$ cat src/rtl/fifo_pkg.sv
// Shared FIFO pointer helpers: Gray/binary conversion and pointer geometry.
// The conversions work on a 32-bit container; narrower pointers are zero-extended in and cast out.
package fifo_pkg;

  localparam int unsigned MaxPtrW = 32;

  function automatic int unsigned ptr_width(input int unsigned addr_w);
    return addr_w + 1;
  endfunction

  function automatic int unsigned depth_of(input int unsigned addr_w);
    return 32'd1 << addr_w;
  endfunction

  function automatic logic [MaxPtrW-1:0] bin2gray(input logic [MaxPtrW-1:0] b);
    return b ^ (b >> 1);
  endfunction

  // Zero-extended upper bits stay zero, so this is exact for any narrower width.
  function automatic logic [MaxPtrW-1:0] gray2bin(input logic [MaxPtrW-1:0] g);
    logic [MaxPtrW-1:0] b;
    b[MaxPtrW-1] = g[MaxPtrW-1];
    for (int i = MaxPtrW - 2; i >= 0; i--) begin
      b[i] = b[i+1] ^ g[i];
    end
    return b;
  endfunction

endpackage

$ cat src/rtl/ptr_sync2.sv
// Two-flop multi-bit synchronizer with synchronous active-high reset.
module ptr_sync2 #(
  parameter int unsigned Width = 5
) (
  input  logic             i_clk,
  input  logic             i_reset,
  input  logic [Width-1:0] i_d,
  output logic [Width-1:0] o_q
);

  logic [Width-1:0] r_meta;
  logic [Width-1:0] r_sync;

  always_ff @(posedge i_clk) begin
    if (i_reset) begin
      r_meta <= '0;
      r_sync <= '0;
    end else begin
      r_meta <= i_d;
      r_sync <= r_meta;
    end
  end

  assign o_q = r_sync;

endmodule

$ cat src/rtl/wptr_ctrl_gen.sv
// Write-side pointer controller for the async FIFO: address, Gray pointer, full/almost-full/level.
// Define WPTR_RSYNC_EN to take a raw Gray read pointer through an internal 2-flop synchronizer.
import fifo_pkg::*;

module wptr_ctrl_gen #(
  parameter int unsigned ADDR_W    = 4,
  parameter int unsigned AF_THRESH = depth_of(ADDR_W) - 2
) (
  input  logic              w_clk,
  input  logic              w_reset,
  input  logic              w_en,
  input  logic [ADDR_W:0]   r_ptr_in,
  input  logic              ovf_clr,
  output logic [ADDR_W-1:0] w_add,
  output logic [ADDR_W:0]   w_add_gray_synch,
  output logic              full,
  output logic              almost_full,
  output logic [ADDR_W:0]   level,
  output logic              overflow
);

  localparam int unsigned PtrW = ptr_width(ADDR_W);

  logic [PtrW-1:0] r_wbin;
  logic [PtrW-1:0] r_gray;
  logic [PtrW-1:0] r_level;
  logic            r_full;
  logic            r_af;
  logic            r_ovf;

  logic            w_inc;
  logic [PtrW-1:0] w_rbin;
  logic [PtrW-1:0] w_wbin_next;
  logic [PtrW-1:0] w_level_next;
  logic [PtrW-1:0] w_gray_next;
  logic            w_full_next;
  logic            w_af_next;

`ifdef WPTR_RSYNC_EN
  logic [PtrW-1:0] w_rgray_sync;

  ptr_sync2 #(
    .Width (PtrW)
  ) u_rsync (
    .i_clk   (w_clk),
    .i_reset (w_reset),
    .i_d     (r_ptr_in),
    .o_q     (w_rgray_sync)
  );

  assign w_rbin = PtrW'(gray2bin(MaxPtrW'(w_rgray_sync)));
`else
  assign w_rbin = r_ptr_in;
`endif

  // Full is judged on the post-write pointer so the flag never lags an accepted write.
  assign w_inc        = w_en & ~r_full;
  assign w_wbin_next  = r_wbin + PtrW'(w_inc);
  assign w_level_next = w_wbin_next - w_rbin;
  assign w_full_next  = (w_wbin_next[ADDR_W] != w_rbin[ADDR_W]) &&
                        (w_wbin_next[ADDR_W-1:0] == w_rbin[ADDR_W-1:0]);
  assign w_af_next    = MaxPtrW'(w_level_next) >= AF_THRESH;
  assign w_gray_next  = PtrW'(bin2gray(MaxPtrW'(w_wbin_next)));

  always_ff @(posedge w_clk) begin
    if (w_reset) begin
      r_wbin  <= '0;
      r_gray  <= '0;
      r_level <= '0;
      r_full  <= 1'b0;
      r_af    <= 1'b0;
      r_ovf   <= 1'b0;
    end else begin
      r_wbin  <= w_wbin_next;
      r_gray  <= w_gray_next;
      r_level <= w_level_next;
      r_full  <= w_full_next;
      r_af    <= w_af_next;
      r_ovf   <= (w_en & r_full) | (r_ovf & ~ovf_clr);
    end
  end

  assign w_add            = r_wbin[ADDR_W-1:0];
  assign w_add_gray_synch = r_gray;
  assign full             = r_full;
  assign almost_full      = r_af;
  assign level            = r_level;
  assign overflow         = r_ovf;

endmodule

$ cat config.mk
export PLATFORM = sky130hd
export DESIGN_NAME = wptr_ctrl_gen
export DESIGN_NICKNAME = d
export VERILOG_FILES = /design/src/rtl/fifo_pkg.sv /design/src/rtl/ptr_sync2.sv /design/src/rtl/wptr_ctrl_gen.sv
export SDC_FILE = /design/constraint.sdc
export NUM_CORES = 1
export LEC_CHECK = 0
export BUFFER_PORTS_ARGS = -buffer_cell sky130_fd_sc_hd__clkbuf_2
export CORE_MARGIN = 2
export CORE_UTILIZATION = 45
export CTS_CLUSTER_SIZE = 14
export DETAILED_ROUTE_END_ITERATION = 6
export HOLD_SLACK_MARGIN = 0.05
export PLACE_DENSITY = 0.75
export SETUP_SLACK_MARGIN = 0.05
export SLEW_MARGIN = 40
export SYNTH_ARGS = -nofsm -noshare
export SYNTH_HDL_FRONTEND = slang
export SYNTH_SLANG_ARGS = --single-unit
$ cat constraint.sdc
create_clock -name w_clk -period 3.7 [get_ports w_clk]
set_clock_uncertainty 0.1 [all_clocks]
set_input_delay 0.74 -clock w_clk [delete_from_list [all_inputs] [get_ports w_clk]]
set_output_delay 0.74 -clock w_clk [all_outputs]
set_load 0.05 [all_outputs]
==> summary.txt, run 1 <==
STA
  • Setup TNS: 0 ps
  • Fin worst setup slack: 1100 ps
  • Worst-margin pin slew: 396 ps
  • Fmax: around 0.38 GHz
  • Final Critical Period: 2600 ps
  • Crit share post-route: 70.2%
  • Rel. slew slack: 73.5%
  • RSZ-0062 raised after global routing: no
  • Slew Viols, Final: 0
  • Setup violators final: 0
  • Final Hold Fails: 0

Floorplan
  • Row cnt: 14
  • Core Footprint: ~1500 um^2
  • DIE HEIGHT: 44.0 um
  • Starting density of the core: 47.8%
  • Die Wd: 44.0 um
  • I/O pins: 26
  • Die ar.: approximately 1900 um^2

Logic synthesis
  • Post-Syn Area: 721 um^2
  • Post-synth EDFFs: 0
  • #FFs+latches synth: 17
  • Unique masters post-synth: 19
  • Area leader, netlist: dfxtp_1
  • Yosys warnings: 0
  • Syn Nets: 92
  • Synth top area share: 47.2%
  • Post-synth ARST share: 0%
  • Synth top area cells: dfxtp_1, ha_1, nor2_1
  • Register area share after synthesis: a little under half
  • Top_reg_cell synth: dfxtp_1
  • Syn Inst Count: 76
  • Count leader, synth: dfxtp_1
  • Syn avg cell area: roughly 9.5 um^2
  • Commonest cells in the netlist: dfxtp_1, nor2_1, ha_1, inv_1, xnor2_1

Global route
  • Gr busiest metal: met2
  • Met1 usage: 18.3%
  • M2 GR Usage: 22.1%
  • Met3 Track Usage GR: roughly 3.7%
  • Grt ovf: 0
  • GR Util All Layers: between 10% and 20%
  • Largest net degree at the start of global routing: 18
  • Via count of the first global-routing pass: between 400 and 500
  • First-pass GRT wire length: 2010 um
  • Initial antenna violation count: 0

Worst setup path
  • Crit path from: w_en
  • Req. time, crit path: between 3000 and 4000 ps
  • Worst R2R Start: full$_SDFF_PP0_
  • Largest fanout on the critical path: 5
  • Kind of critical path: primary input to flip-flop
  • Crit-path most repeated cell: ha_1
  • CP max stage delay: 370 ps
  • Worst-path cell with the longest stage delay: ha_1
  • Worst endpoint data arrival time: 2680 ps
  • R2r setup slk: 1340 ps
  • Endpoint class of the critical path: flip-flop
  • Startpoint types: primary input
  • Cell Chain, Critical Path: clkbuf_2 -> nor2b_1 -> ha_1 -> ha_1 -> xor2_1 -> ha_1 -> a21oi_1 -> o21ai_0 -> xnor2_1 -> o22ai_1

Min path
  • Hold Crit Start: overflow$_SDFF_PP0_
  • Min-delay worst type: flip-flop to flip-flop

CTS
  • Clk pin slew, worst setup/hold paths: approximately 100 ps
  • Hold_buf cts: 0
  • CTS tree: done
  • Worst skew pair latency: 290 ps
  • Inserted Clock Buffers: 3
  • Post-CTS setup buffer count: 0
  • Clock sinks: 17
  • CTS root buffer: clkbuf_4
  • Post-CTS Resized: 0
  • Htree depth: 1
  • Clock buffer depth: 2

Route
  • Via density: 4.88
  • DR vias: 581
  • DRT antenna net count: 0
  • Drt total wl: 1260 um
  • Average wire per standard cell: 10.6 um
  • First-pass iteration count of the detailed router: 4
  • Starting DRT DRC Count: 12
  • DRC: 0

Place
  • Port Buf Inserts: 25
  • Post-DP HPWL: between 1000 and 1500 um
  • Dpl cell area: 858 um^2
  • Placed cell count: ~120
  • GPL Wtd Cong: 0.866
  • Setup WS pre-CTS: a little over 800 ps

Flow run
  • Max-Cap Viols: 0

Finish
  • Number of fill cells: 147
  • Number of diodes: 0
  • Layout cells sized above 1: between 20% and 30%
  • Post-Layout Cell Count: ~120
  • Post-route cell area: 886 um^2
  • Nets: 120
  • Area grow syn2layout: 22.9%

Pwr
  • Max IR drop VDD: about 0.22 mV
  • Static leakage: 0.450 nW
  • Power per cell area: between 400 and 500 nW/um^2

Outcome
  • Status: complete, no violations
-- worst max-delay path, delay by kind of cell --
family | cells | cell delay (ps)
adders and majority gates | 3 | 790
xor gates and xnor gates | 2 | 530
AOI/OAI and AO/OA | 3 | 410
and+or+nand+nor | 1 | 120
buffers and inverters | 1 | 90
-- final cells by class --
type | instances | area (um^2) | area share [%]
inverter | 6 | 22.5 | 2.54
clock inverter | 1 | 5.00 | 0.565
clock buffer | 3 | 22.5 | 2.54
timing repair buffer | 25 | 125 | 14.1
sequential | 17 | 340 | 38.4
multi-input combinational | 51 | 350 | 39.5
tap | 16 | 20.0 | 2.26
-- flip-flops by register name, indices dropped and copies added (netlist names) --
register          cells
level                 5
overflow              1
r_wbin                5
almost_full           1
full                  1
w_add_gray_synch      4
-- stage by stage --
step / hold WS [ps] / utilization (%) / total power, mW
floorplan: 590 / - / 0.311
global placement: 355 / 57.0 / 0.338
detailed placement: 357 / 57.0 / 0.340
CTS: 374 / 58.8 / 0.438
global route: 413 / 58.8 / 0.458
finish: 370 / 58.8 / 0.432
-- layer usage --
metal	routed length, um	part of all wire (%)
met5	0	0
met4	35	2.8
met3	74	5.9
met2	590	47
met1	556	44
-- layout by cell type (no fill, tap or decap) --
master    instances
inv_1             6
nor3_1            2
ha_1              6
nand3_2           1
o22ai_1           1
nor2_1           15
clkinv_2          1
o21ai_0           1
nand2_1           2
and2_1            1
nand3_1           1
a21oi_1           3
nand4_1           1
nand2b_1          3
dfxtp_1          17
xor2_1            5
fa_1              1
xnor2_1           6
clkbuf_2         25
nor2b_1           2
clkbuf_4          3
-- report_power, final --
group / switching (mW) / internal, mW / total (mW)
clock: 0.0573 / 0.0402 / 0.0975
sequential: 0.00481 / 0.199 / 0.204
combinational: 0.0933 / 0.0373 / 0.131
-- worst paths after layout --
path	cells after the start	to
max reg2reg	9	almost_full$_SDFF_PP0_
min	2	overflow$_SDFF_PP0_
max	10	almost_full$_SDFF_PP0_
min reg2reg	2	overflow$_SDFF_PP0_
-- logic make-up (layout without fill, tap and decap cells) --
group | Yosys count | count (layout) | share of synthesized area [%]
DFF | 17 | 17 | 47.2
and+or+nand+nor | 28 | 28 | 18.4
buffers and inverters | 8 | 35 | 4.17
xor gates and xnor gates | 11 | 11 | 13.4
adders and majority gates | 7 | 7 | 13.2
AOI/OAI and AO/OA | 5 | 5 | 3.65
(Power assumes the default switching activity.)
==> run 2: changes to the inputs <==
==> constraint.sdc (replaced) <==
create_clock -name w_clk -period 2.45 [get_ports w_clk]
set_clock_uncertainty 0.1 [all_clocks]
set_input_delay 0.49 -clock w_clk [delete_from_list [all_inputs] [get_ports w_clk]]
set_output_delay 0.49 -clock w_clk [all_outputs]
set_load 0.05 [all_outputs]
==> summary.txt, run 2 (same netlist as run 1, synthesis figures left out) <==
Place
  • Port Buf Inserts: 25 (unchanged)
  • GPL Wtd Cong: 0.927 (+7.0%)
  • Post-DP HPWL: 1090 um (+6.1%)
  • Setup WS pre-CTS: -67.7 ps (-881 ps)
  • Placed cell count: 121 (+5.2%)
  • Dpl cell area: 905 um^2 (+5.4%)

Global route
  • First-pass GRT wire length: 2150 um (+6.9%)
  • Largest net degree at the start of global routing: 18 (unchanged)
  • GR Util All Layers: 15.4% (+0.96 points)
  • Initial antenna violation count: 0 (unchanged)
  • Grt ovf: 0 (unchanged)
  • Via count of the first global-routing pass: 520 (+5.5%)

Finish
  • Area grow syn2layout: 30.4%
  • Layout cells sized above 1: 34.9% (+5.7 points)
  • Post-Layout Cell Count: 125 (+5.0%)
  • Commonest non-fill, non-tap cell in the layout: clkbuf_2
  • Number of diodes: 0 (unchanged)
  • Most frequent cells in the layout: clkbuf_2, dfxtp_1, nor2_1
  • Post-route cell area: 940 um^2 (+6.1%)
  • Nets: 126 (+5.0%)

Min path
  • Hold Crit Start: w_en
  • Min-delay worst type: primary input to flip-flop
  • Worst Hold Depth: 3 (+1)
  • Hold EP: overflow$_SDFF_PP0_

Route
  • Starting DRT DRC Count: 4 (-8)
  • DRC: 0 (unchanged)
  • Drt total wl: 1370 um (+8.9%)
  • First-pass iteration count of the detailed router: 4 (unchanged)
  • Average wire per standard cell: 10.9 um (+3.7%)
  • Via density: 4.61 (-5.6%)
  • DRT antenna net count: 0 (unchanged)
  • DR vias: 576 (-0.86%)

Worst setup path
  • Startpoint types: primary input
  • Worst R2R Start: full$_SDFF_PP0_
  • Largest fanout on the critical path: 2 (-3)
  • Endpoint class of the critical path: flip-flop
  • Req. time, crit path: 2510 ps (-1270 ps)
  • Kind of critical path: primary input to flip-flop
  • Worst endpoint data arrival time: 2320 ps (-360 ps)
  • Cells on worst reg2reg path: 9 (unchanged)
  • R2r setup slk: 230 ps (-1110 ps)
  • R2R Path End: almost_full$_SDFF_PP0_

CTS
  • Worst skew pair latency: 290 ps (about the same)
  • CTS root buffer: clkbuf_4
  • Htree depth: 1 (unchanged)
  • Clock buffer depth: 2 (unchanged)
  • CTS tree: done
  • Clock sinks: 17 (unchanged)
  • Hold_buf cts: 0 (unchanged)
  • Clk pin slew, worst setup/hold paths: 90 ps (about the same)
  • Inserted Clock Buffers: 3 (unchanged)

Flow run
  • Max-Cap Viols: 0 (unchanged)

STA
  • Worst-margin pin slew: 316 ps (-80.7 ps)
  • Slew Viols, Final: 0 (unchanged)
  • Rel. slew slack: 78.9% (+5.5 points)
  • RSZ-0062 raised after global routing: no
  • Final Critical Period: 2250 ps
  • Min Hold Slack: 338 ps (-32.6 ps)
  • Fin worst setup slack: 198 ps (-904 ps)
  • Crit share post-route: about nine tenths
  • Final Hold Fails: 0 (unchanged)
  • Setup violators final: 0 (unchanged)
  • Fmax: 0.444 GHz

Outcome
  • Status: complete, no violations

Floorplan
  • Row cnt: 14 (unchanged)
  • Die ar.: 1940 um^2 (unchanged)
  • Die Wd: 44.0 um (unchanged)
  • DIE HEIGHT: 44.0 um (unchanged)
  • I/O pins: 26 (unchanged)
  • Core Footprint: 1510 um^2 (unchanged)
  • Starting density of the core: 47.8% (unchanged)

Pwr
  • Max IR drop VDD: 0.341 mV (+57%)
  • Static leakage: 0.480 nW (+6.6%)
  • Power per cell area: 709 nW/um^2 (+45%)
-- run 2: metrics by stage --
stage	total power, mW	TNS [ps]	utilization, %
floorplan	0.470	0	-
global placement	0.520	0	60.0
detailed placement	0.526	-107	60.0
CTS	0.670	0	61.9
global route	0.696	0	62.4
finish	0.666	0	62.4
-- run 2: layer usage --
layer | share of wire (%) | up-vias | global-route usage (%) | routed length, um
met5 | 0 | - | 0 | 0
met4 | 1.5 | 0 | 9.09 | 21
met3 | 3.6 | 2 | 2.45 | 49
met2 | 51 | 15 | 24.4 | 691
met1 | 44 | 257 | 19.9 | 605
li1 | - | 302 | - | -
-- run 2: timing repair --
| action | CTS | global route |
|---|---|---|
| buffers inserted | 0 | 0 |
| endpoints found under the setup margin | 0 | 1 |
| gates resized for setup | 0 | 1 |
-- run 2: final cells by class --
type                            count  area [um^2]
Fill cell                         130          567
Clock inverter                      1         5.00
Sequential cell                    17          342
Clock buffer                        3         22.5
Tap cell                           16         20.0
Timing Repair Buffer               31          170
Multi-Input combinational cell     51          358
Inverter                            6         22.5
-- run 2: how the worst max path moves through the flow --
stage | start | cells past startpoint | endpoint | slack [ps]
after detailed placement | w_en | 10 | almost_full$_SDFF_PP0_ | -70
after global placement | w_en | 10 | almost_full$_SDFF_PP0_ | 8
after global routing | full$_SDFF_PP0_ | 9 | almost_full$_SDFF_PP0_ | 90
final | w_en | 10 | almost_full$_SDFF_PP0_ | 200
after CTS | w_en | 10 | almost_full$_SDFF_PP0_ | 220
after floorplan | r_wbin[0]$_SDFF_PP0_ | 8 | almost_full$_SDFF_PP0_ | 70
-- run 2: worst max-delay path, stage by stage --
cell and delay (ps):
clkbuf_2 90, nor2b_1 120, ha_1 200, ha_1 310, inv_1 80, fa_1 410, nand2b_1 160, a21oi_1 180
xnor2_1 170, o22ai_1 100
-- run 2: power by group --
part / leakage [nW] / switching [mW] / internal (mW)
registers: 0.140 / 0.00820 / 0.301
clock network: 0.0177 / 0.0859 / 0.0606
logic: 0.322 / 0.145 / 0.0656
